[config.mk]
export PLATFORM = sky130hd
export DESIGN_NAME = fpu_config_fetcher_flat
export DESIGN_NICKNAME = d
export VERILOG_FILES = /design/src/rtl/fpu_cfg_pkg.sv /design/src/rtl/fpu_cfg_mem_if.sv /design/src/rtl/fpu_cfg_tap_unpack.sv /design/src/rtl/fpu_config_fetcher.sv /design/src/flat_wrapper.sv
export SDC_FILE = /design/constraint.sdc
export NUM_CORES = 1
export LEC_CHECK = 0
export CAP_MARGIN = 5
export CELL_PAD_IN_SITES_DETAIL_PLACEMENT = 0
export CELL_PAD_IN_SITES_GLOBAL_PLACEMENT = 1
export CORE_MARGIN = 1
export CORE_UTILIZATION = 35
export CTS_BUF_LIST = sky130_fd_sc_hd__clkbuf_4 sky130_fd_sc_hd__clkbuf_8
export DETAILED_ROUTE_END_ITERATION = 8
export PLACE_DENSITY = 0.64
export REMOVE_ABC_BUFFERS = 1
export SETUP_SLACK_MARGIN = 0.2
export SYNTH_ARGS = -nofsm -noshare
export SYNTH_HDL_FRONTEND = slang
export SYNTH_HIERARCHICAL = 1
export SYNTH_SLANG_ARGS = --single-unit
[constraint.sdc]
create_clock -name clk -period 20.2 [get_ports clk]
set_input_delay 5.05 -clock clk [delete_from_list [all_inputs] [get_ports clk]]
set_output_delay 5.05 -clock clk [all_outputs]
set_load 0.02 [all_outputs]
[src/rtl/fpu_cfg_pkg.sv]
// fpu_config_fetcher shared package: FSM states,
// default base addresses and filter geometry helpers.
package fpu_cfg_pkg;

  typedef enum logic [1:0] {
    S_IDLE,
    S_FETCH,
    S_COMMIT,
    S_ERROR
  } cfg_state_e;

  localparam logic [31:0] DEF_FILTER_BASE = 32'h1000_0040;
  localparam logic [31:0] DEF_DIMS_BASE   = 32'h1000_0000;
  localparam logic [31:0] DEF_START_BASE  = 32'h1000_0020;
  localparam logic [31:0] DEF_RESULT_BASE = 32'h1000_0100;

  localparam int TAP_W         = 8;
  localparam int DIM_W         = 16;
  localparam int TAPS_PER_WORD = 4;

  function automatic int cfg_ntaps(int fd);
    return fd * fd;
  endfunction

  function automatic int cfg_fw(int fd);
    return (fd * fd + TAPS_PER_WORD - 1) / TAPS_PER_WORD;
  endfunction

endpackage

[src/rtl/fpu_cfg_mem_if.sv]
// Configuration-region read port: request/valid
// handshake between the fetcher and memory.
interface fpu_cfg_mem_if #(
  parameter int ADDR_W = 32,
  parameter int DATA_W = 32
) ();

  logic              mem_req;
  logic [ADDR_W-1:0] mem_addr;
  logic [DATA_W-1:0] mem_data;
  logic              mem_valid;

  modport master (
    output mem_req,
    output mem_addr,
    input  mem_data,
    input  mem_valid
  );

  modport slave (
    input  mem_req,
    input  mem_addr,
    output mem_data,
    output mem_valid
  );

endinterface

[src/rtl/fpu_cfg_tap_unpack.sv]
// Splits one config word into 4 taps, MSB byte first,
// and masks bytes beyond NTAPS in the last filter word.
module fpu_cfg_tap_unpack
  import fpu_cfg_pkg::*;
#(
  parameter int NTAPS = 9
) (
  input  logic [31:0]                        word,
  input  logic                               last,
  output logic [TAPS_PER_WORD-1:0][TAP_W-1:0] taps,
  output logic [TAPS_PER_WORD-1:0]           byte_vld
);

  localparam int FW  = (NTAPS + TAPS_PER_WORD - 1) / TAPS_PER_WORD;
  localparam int REM = NTAPS - TAPS_PER_WORD * (FW - 1);

  // byte j of the word is tap j; only REM bytes live in the last word
  always_comb begin
    taps     = '0;
    byte_vld = '0;
    for (int j = 0; j < TAPS_PER_WORD; j++) begin
      taps[j]     = word[31-8*j -: 8];
      byte_vld[j] = !last || (j < REM);
    end
  end

endmodule

[src/rtl/fpu_config_fetcher.sv]
// FPU config fetcher: reads filter/dims/addresses into shadows,
// commits atomically. FPU_CFG_TIMEOUT_EN adds a per-word watchdog.
module fpu_config_fetcher
  import fpu_cfg_pkg::*;
#(
  parameter int              FILTER_DIM     = 3,
  parameter int              DATA_W         = 32,
  parameter int              ADDR_W         = 32,
  parameter logic [ADDR_W-1:0] FILTER_BASE  = DEF_FILTER_BASE,
  parameter logic [ADDR_W-1:0] DIMS_BASE    = DEF_DIMS_BASE,
  parameter logic [ADDR_W-1:0] START_BASE   = DEF_START_BASE,
  parameter logic [ADDR_W-1:0] RESULT_BASE  = DEF_RESULT_BASE,
  parameter int              TIMEOUT_CYCLES = 256
) (
  input  logic                 clk,
  input  logic                 rst,
  input  logic                 load_start,
  input  logic                 abort,
  fpu_cfg_mem_if.master        mem,
  output logic                 busy,
  output logic                 done,
  output logic                 error,
  output logic [FILTER_DIM*FILTER_DIM*TAP_W-1:0] filter,
  output logic [DIM_W-1:0]     image_width,
  output logic [DIM_W-1:0]     image_height,
  output logic [31:0]          start_address,
  output logic [31:0]          result_address
);

  localparam int NTAPS = cfg_ntaps(FILTER_DIM);
  localparam int FW    = cfg_fw(FILTER_DIM);
  localparam int LASTW = FW + 2;
  localparam int WW    = $clog2(FW + 3);

  cfg_state_e state_q, state_d;
  logic [WW-1:0] w_q, w_d;

  logic [DATA_W-1:0] rd;
  logic acc, take, last_take, tmo_hit;

  logic [NTAPS-1:0][TAP_W-1:0] sh_tap_q;
  logic [31:0] sh_dims_q;
  logic [31:0] sh_start_q;

  logic [TAPS_PER_WORD-1:0][TAP_W-1:0] taps;
  logic [TAPS_PER_WORD-1:0]            bvld;

  assign rd        = mem.mem_data;
  assign mem.mem_req = (state_q == S_FETCH);
  assign busy      = (state_q == S_FETCH);
  assign done      = (state_q == S_COMMIT);
  assign acc       = mem.mem_req && mem.mem_valid;
  assign take      = acc && !abort;
  assign last_take = take && (w_q == WW'(LASTW));

  fpu_cfg_tap_unpack #(
    .NTAPS (NTAPS)
  ) u_unpack (
    .word     (rd[31:0]),
    .last     (w_q == WW'(FW - 1)),
    .taps     (taps),
    .byte_vld (bvld)
  );

`ifdef FPU_CFG_TIMEOUT_EN
  localparam int TW = $clog2(TIMEOUT_CYCLES + 1);
  logic [TW-1:0] tmo_q;

  assign tmo_hit = (state_q == S_FETCH) && !acc &&
                   (tmo_q == TW'(TIMEOUT_CYCLES - 1));
  assign error   = (state_q == S_ERROR);

  // idle-cycle watchdog; zero outside FETCH so entry restarts it
  always_ff @(posedge clk or posedge rst) begin
    if (rst) begin
      tmo_q <= '0;
    end else if (state_q != S_FETCH || acc) begin
      tmo_q <= '0;
    end else begin
      tmo_q <= tmo_q + 1'b1;
    end
  end
`else
  assign tmo_hit = 1'b0;
  assign error   = 1'b0;
`endif

  // word-index decode to the config-region address
  always_comb begin
    mem.mem_addr = FILTER_BASE;
    unique case (1'b1)
      (w_q < WW'(FW)):
        mem.mem_addr = FILTER_BASE + ADDR_W'({w_q, 2'b00});
      (w_q == WW'(FW)):
        mem.mem_addr = DIMS_BASE;
      (w_q == WW'(FW + 1)):
        mem.mem_addr = START_BASE;
      default:
        mem.mem_addr = RESULT_BASE;
    endcase
  end

  // state and word index registers
  always_ff @(posedge clk or posedge rst) begin
    if (rst) begin
      state_q <= S_IDLE;
      w_q     <= '0;
    end else begin
      state_q <= state_d;
      w_q     <= w_d;
    end
  end

  // next state: abort beats acceptance, acceptance beats timeout
  always_comb begin
    state_d = state_q;
    w_d     = w_q;
    unique case (state_q)
      S_IDLE, S_ERROR: begin
        if (load_start) begin
          state_d = S_FETCH;
          w_d     = '0;
        end
      end
      S_FETCH: begin
        if (abort) begin
          state_d = S_IDLE;
          w_d     = '0;
        end else if (acc) begin
          if (w_q == WW'(LASTW)) begin
            state_d = S_COMMIT;
            w_d     = '0;
          end else begin
            w_d = w_q + 1'b1;
          end
        end else if (tmo_hit) begin
          state_d = S_ERROR;
          w_d     = '0;
        end
      end
      S_COMMIT: begin
        state_d = S_IDLE;
        w_d     = '0;
      end
      default: begin
        state_d = S_IDLE;
        w_d     = '0;
      end
    endcase
  end

  // shadow capture of each accepted word
  always_ff @(posedge clk or posedge rst) begin
    if (rst) begin
      sh_tap_q   <= '0;
      sh_dims_q  <= '0;
      sh_start_q <= '0;
    end else if (take) begin
      for (int k = 0; k < NTAPS; k++) begin
        if (w_q == WW'(k / TAPS_PER_WORD) &&
            bvld[k % TAPS_PER_WORD]) begin
          sh_tap_q[k] <= taps[k % TAPS_PER_WORD];
        end
      end
      if (w_q == WW'(FW)) begin
        sh_dims_q <= rd[31:0];
      end
      if (w_q == WW'(FW + 1)) begin
        sh_start_q <= rd[31:0];
      end
    end
  end

  // atomic commit, landing in the same cycle done is high;
  // the result word is the last one and bypasses the shadows
  always_ff @(posedge clk or posedge rst) begin
    if (rst) begin
      filter         <= '0;
      image_width    <= '0;
      image_height   <= '0;
      start_address  <= '0;
      result_address <= '0;
    end else if (last_take) begin
      filter         <= sh_tap_q;
      image_width    <= sh_dims_q[31:16];
      image_height   <= sh_dims_q[15:0];
      start_address  <= sh_start_q;
      result_address <= rd[31:0];
    end
  end

endmodule

[src/flat_wrapper.sv]
// flat-port wrapper written by rule: the top's interface ports become plain ports
module fpu_config_fetcher_flat import fpu_cfg_pkg::*;
#(
  parameter int              FILTER_DIM     = 3,
  parameter int              DATA_W         = 32,
  parameter int              ADDR_W         = 32,
  parameter logic [ADDR_W-1:0] FILTER_BASE  = DEF_FILTER_BASE,
  parameter logic [ADDR_W-1:0] DIMS_BASE    = DEF_DIMS_BASE,
  parameter logic [ADDR_W-1:0] START_BASE   = DEF_START_BASE,
  parameter logic [ADDR_W-1:0] RESULT_BASE  = DEF_RESULT_BASE,
  parameter int              TIMEOUT_CYCLES = 256
)
  (clk, rst, load_start, abort, busy, done, error, filter, image_width, image_height, start_address, result_address, mem_mem_req, mem_mem_addr, mem_mem_data, mem_mem_valid);
  fpu_cfg_mem_if #(.ADDR_W(ADDR_W), .DATA_W(DATA_W)) mem_i ();
  input  logic clk;
  input  logic rst;
  input  logic load_start;
  input  logic abort;
  output logic busy;
  output logic done;
  output logic error;
  output logic [FILTER_DIM*FILTER_DIM*TAP_W-1:0] filter;
  output logic [DIM_W-1:0] image_width;
  output logic [DIM_W-1:0] image_height;
  output logic [31:0] start_address;
  output logic [31:0] result_address;
  output wire logic [$bits(mem_i.mem_req)-1:0] mem_mem_req;
  output wire logic [$bits(mem_i.mem_addr)-1:0] mem_mem_addr;
  input wire logic [$bits(mem_i.mem_data)-1:0] mem_mem_data;
  input wire logic [$bits(mem_i.mem_valid)-1:0] mem_mem_valid;
  assign mem_mem_req = mem_i.mem_req;
  assign mem_mem_addr = mem_i.mem_addr;
  assign mem_i.mem_data = mem_mem_data;
  assign mem_i.mem_valid = mem_mem_valid;
  fpu_config_fetcher #(.FILTER_DIM(FILTER_DIM), .DATA_W(DATA_W), .ADDR_W(ADDR_W), .FILTER_BASE(FILTER_BASE), .DIMS_BASE(DIMS_BASE), .START_BASE(START_BASE), .RESULT_BASE(RESULT_BASE), .TIMEOUT_CYCLES(TIMEOUT_CYCLES)) u_core (.clk(clk), .rst(rst), .load_start(load_start), .abort(abort), .mem(mem_i), .busy(busy), .done(done), .error(error), .filter(filter), .image_width(image_width), .image_height(image_height), .start_address(start_address), .result_address(result_address));
endmodule
==> summary.md <==
| Metric | Value |
|---|---|
| Status | `complete, no violations` |
| Post-synth EDFFs | `0` |
| Fmax | `about 130 MHz` |
| Combinational group share of total power | `a little under a tenth` |
| Clock Pin Slew Worst Setup and Hold Paths | `0.05 ns` |
| Num rows | `slightly below 70` |
| HPWL after detailed placement | `approximately 16 mm` |
| Clk buf depth | `3` |
| Port Buffer Count | `212` |
| RSZ-0062 raised after global routing | `no` |
| Final Cycle Share | `roughly two fifths` |
| Final min period | `7.857 ns` |
| CTS resizes | `0` |
| Switching power | `348.3 µW` |
| Pre-antenna DRT Iters | `4` |
| Synth Area in Adders | `less than 1%` |
| Crit start category | `input pin` |
| Net Sw Frac | `between 20% and 30%` |
| Die height | `just under 200 µm` |
| # setup viols final | `0` |
| Hold depth | `1` |
| Max Cap Viol | `0` |
| Max VDD drop | `0.04893 mV` |
| Sequential share of power | `49.6%` |
| Post-Route WL | `~26 mm` |
| DRT antenna net count | `0` |
| Arr. time, crit path | `between 8 and 9 ns` |
| Synth-to-Final Area Change | `25.61%` |
| Yosys warnings | `6` |
| Remaining DRCs | `0` |
| Cells along the critical path | `clkdlybuf4s50_1 > and3b_1 > and3_4 > buf_4 > mux2_2` |
| Most frequent cells in the layout | `dfrtp_1 (309), clkdlybuf4s50_1 (212), mux2_2 (201)` |
| Sequential share of the synthesized area | `between 60% and 70%` |
| Fin. max-slew vios | `0` |
| DIE AREA | `between 30000 and 40000 µm²` |
| Cells after synthesis | `770` |
| Slowest stage cell, crit path | `and3_4` |
| Final Hold Fails | `0` |
| NumNets Final | `between 1k and 1.5k` |
| CTS tree | `built` |
| Vias per inst | `about 4.5` |
| Pwr dens | `around 92 nW/µm²` |
| Slowest stage delay, CP | `1.06 ns` |
| Int Pwr | `approximately 1100 µW` |
| CP max FO | `65` |
| Fin area | `15900 µm²` |
| Worst-margin pin slew | `around 1.2 ns` |
| DR WL/cell | `roughly 18 µm` |
| Die W | `between 150 and 200 µm` |
| Headroom to the max-slew limit | `20.28%` |
| Worst hold-check path type | `reg2reg` |
| Overflow after GRT | `0` |
| Worst hold slack | `0.4847 ns` |
| Most common cell after layout, fill and taps aside | `dfrtp_1` |
| Clock Power Share | `around two fifths` |
| Static Leak | `0.007510 µW` |
| First-pass GRT wire length | `between 40 and 50 mm` |
| I/O pin count | `~240` |
| Starting Density | `between 30 and 40%` |
| Ys flop type | `dfrtp_1` |
| Root Buffer | `clkbuf_8` |
| Fraction of synthesized area in multiplexers | `a little under a third` |
| Worst path required time | `20.68 ns` |
| Synth Register Bits | `309` |
| Synth Area in Compound Gates | `0.5535%` |
| Post-DP Area | `14740 µm²` |
| Diodes inserted | `0` |
| Setup TNS | `0 ns` |
| Initial antenna violation count | `0` |
| H-tree lvl count | `2` |
| Netlist Area Pre-Place | `12660 µm²` |
| Maximum number of pins on one net before global-route repair | `186` |
| Avg Inst Size Synth | `16.44 µm²` |
| CP endpoint kind | `flip-flop` |
| # clock sinks | `309` |
| Post-CTS setup-driven buffer insertion count | `0` |
| Crit path kind | `in2reg` |
| Post-synthesis xor/xnor area fraction | `0%` |
| Detailed Route Iter0 Violations | `205` |
| Largest family of logic cells by synthesized area | `multiplexers` |
| Skew-Pair Late Insertion Delay | `around 0.61 ns` |
| Routed vias | `~6.6k` |
| Post-CTS Hold Fix Bufs | `0` |
| Synth Area in Simple Gates | `around 1.6%` |
| Asr flop ratio synth | `between 90% and 100%` |
| Core area | `approximately 36000 µm²` |
| Clk_skew | `0.02977 ns` |
| Share of post-route cells with drive strength above 1 | `40.40%` |
| Tot GR Track Use | `14.55%` |
| R2R depth | `6` |
| RD Place Congestion | `between 0.6 and 0.7` |
| Number of global-route vias before repair | `6916` |
| Post-synthesis cell type count | `32` |
| Core Util, Final | `between 40 and 50%` |
| CTS buffer count | `54` |
## per-layer routing
layer  part of all wire (%)  routed length (µm)  track usage, %
met4                    2.1                 551           5.936
met3                    6.4                1678           4.495
met1                     48               12530           20.15
met2                     44               11460           21.00
met5                      0                   0               0
## per-stage QoR
stage          total power [µW]  std cells  setup WS (ns)
2_1_floorplan             830.7        692          6.606
3_3_place_gp              872.5       1370          11.74
3_5_place_dp              879.5       1370          11.70
4_1_cts                    1493       1466          12.38
5_1_grt                    1541       1466          12.23
6_report                   1461       1466          12.34
## flip-flops by register name, summed over array words and instances, names as in the netlist
register and count:
u_core/sh_start_q 32, u_core/image_height 16, u_core/sh_dims_q 32, u_core/w_q 3
u_core/result_address 32, u_core/filter 72, u_core/start_address 32, u_core/image_width 16
u_core/sh_tap_q 72, u_core/state_q 2
## power groups by stage
| stage | Combinational [µW] | Sequential (µW) | Clock (µW) |
|---|---|---|---|
| after floorplan | 105 | 726 | 0 |
| after global placement | 140 | 732 | 0 |
| after detailed placement | 144 | 736 | 0 |
| after CTS | 144 | 725 | 624 |
| after global routing | 155 | 734 | 652 |
| final | 141 | 724 | 596 |
## critical path: cells and delay by family
kind / cells / cell delay, ns
buf+inv: 2 / 1.38
simple gates: 2 / 1.44
mux: 1 / 0.41
## cells by family after synthesis
logic type	count (synthesis)
flops	309
mux	305
compound gates	10
buf+inv	109
fa+ha+maj	3
simple gates	31
other cells	3
## final timing paths
check | start | end | slack, ns
worst max-delay path | mem_mem_valid | u_core/start_address[24]$_DFFE_PP0P_ | 12.34
worst min-delay path | u_core/sh_start_q[23]$_DFFE_PP0P_ | u_core/sh_start_q[23]$_DFFE_PP0P_ | 0.48
worst max register to register | u_core/state_q[1]$_DFFE_PP0P_ | u_core/start_address[24]$_DFFE_PP0P_ | 16.43
worst min register to register | u_core/sh_start_q[23]$_DFFE_PP0P_ | u_core/sh_start_q[23]$_DFFE_PP0P_ | 0.48
max in group asynchronous | rst | u_core/filter[60]$_DFFE_PP0P_ | 13.68
min in group asynchronous | rst | u_core/result_address[30]$_DFFE_PP0P_ | 4.99
## cell usage after synthesis (2+ instances only)
cell	instances	share of area [%]
mux2_4	100	12
mux2_1	4	0.36
nor2b_1	2	0.099
and3_1	12	0.59
buf_2	20	0.79
and2_1	2	0.099
clkbuf_1	3	0.089
buf_6	16	1.4
nor2_1	2	0.059
a21oi_1	3	0.12
mux2_2	201	18
dfrtp_1	309	61
nand2b_1	3	0.15
buf_4	65	3.9
conb_1	3	0.089
ha_1	3	0.30
inv_1	5	0.15
nor3b_1	3	0.18
## area by class of cell
class	instances	area, µm²
Fill cell	3251	19670
Multi-Input combinational cell	378	4233
Sequential cell	309	7732
Clock inverter	8	42.54
Clock buffer	88	1117
Tap cell	461	576.8
Inverter	5	26.28
Timing Repair Buffer	217	2172
Note: power is estimated with default switching activity, not from simulation.
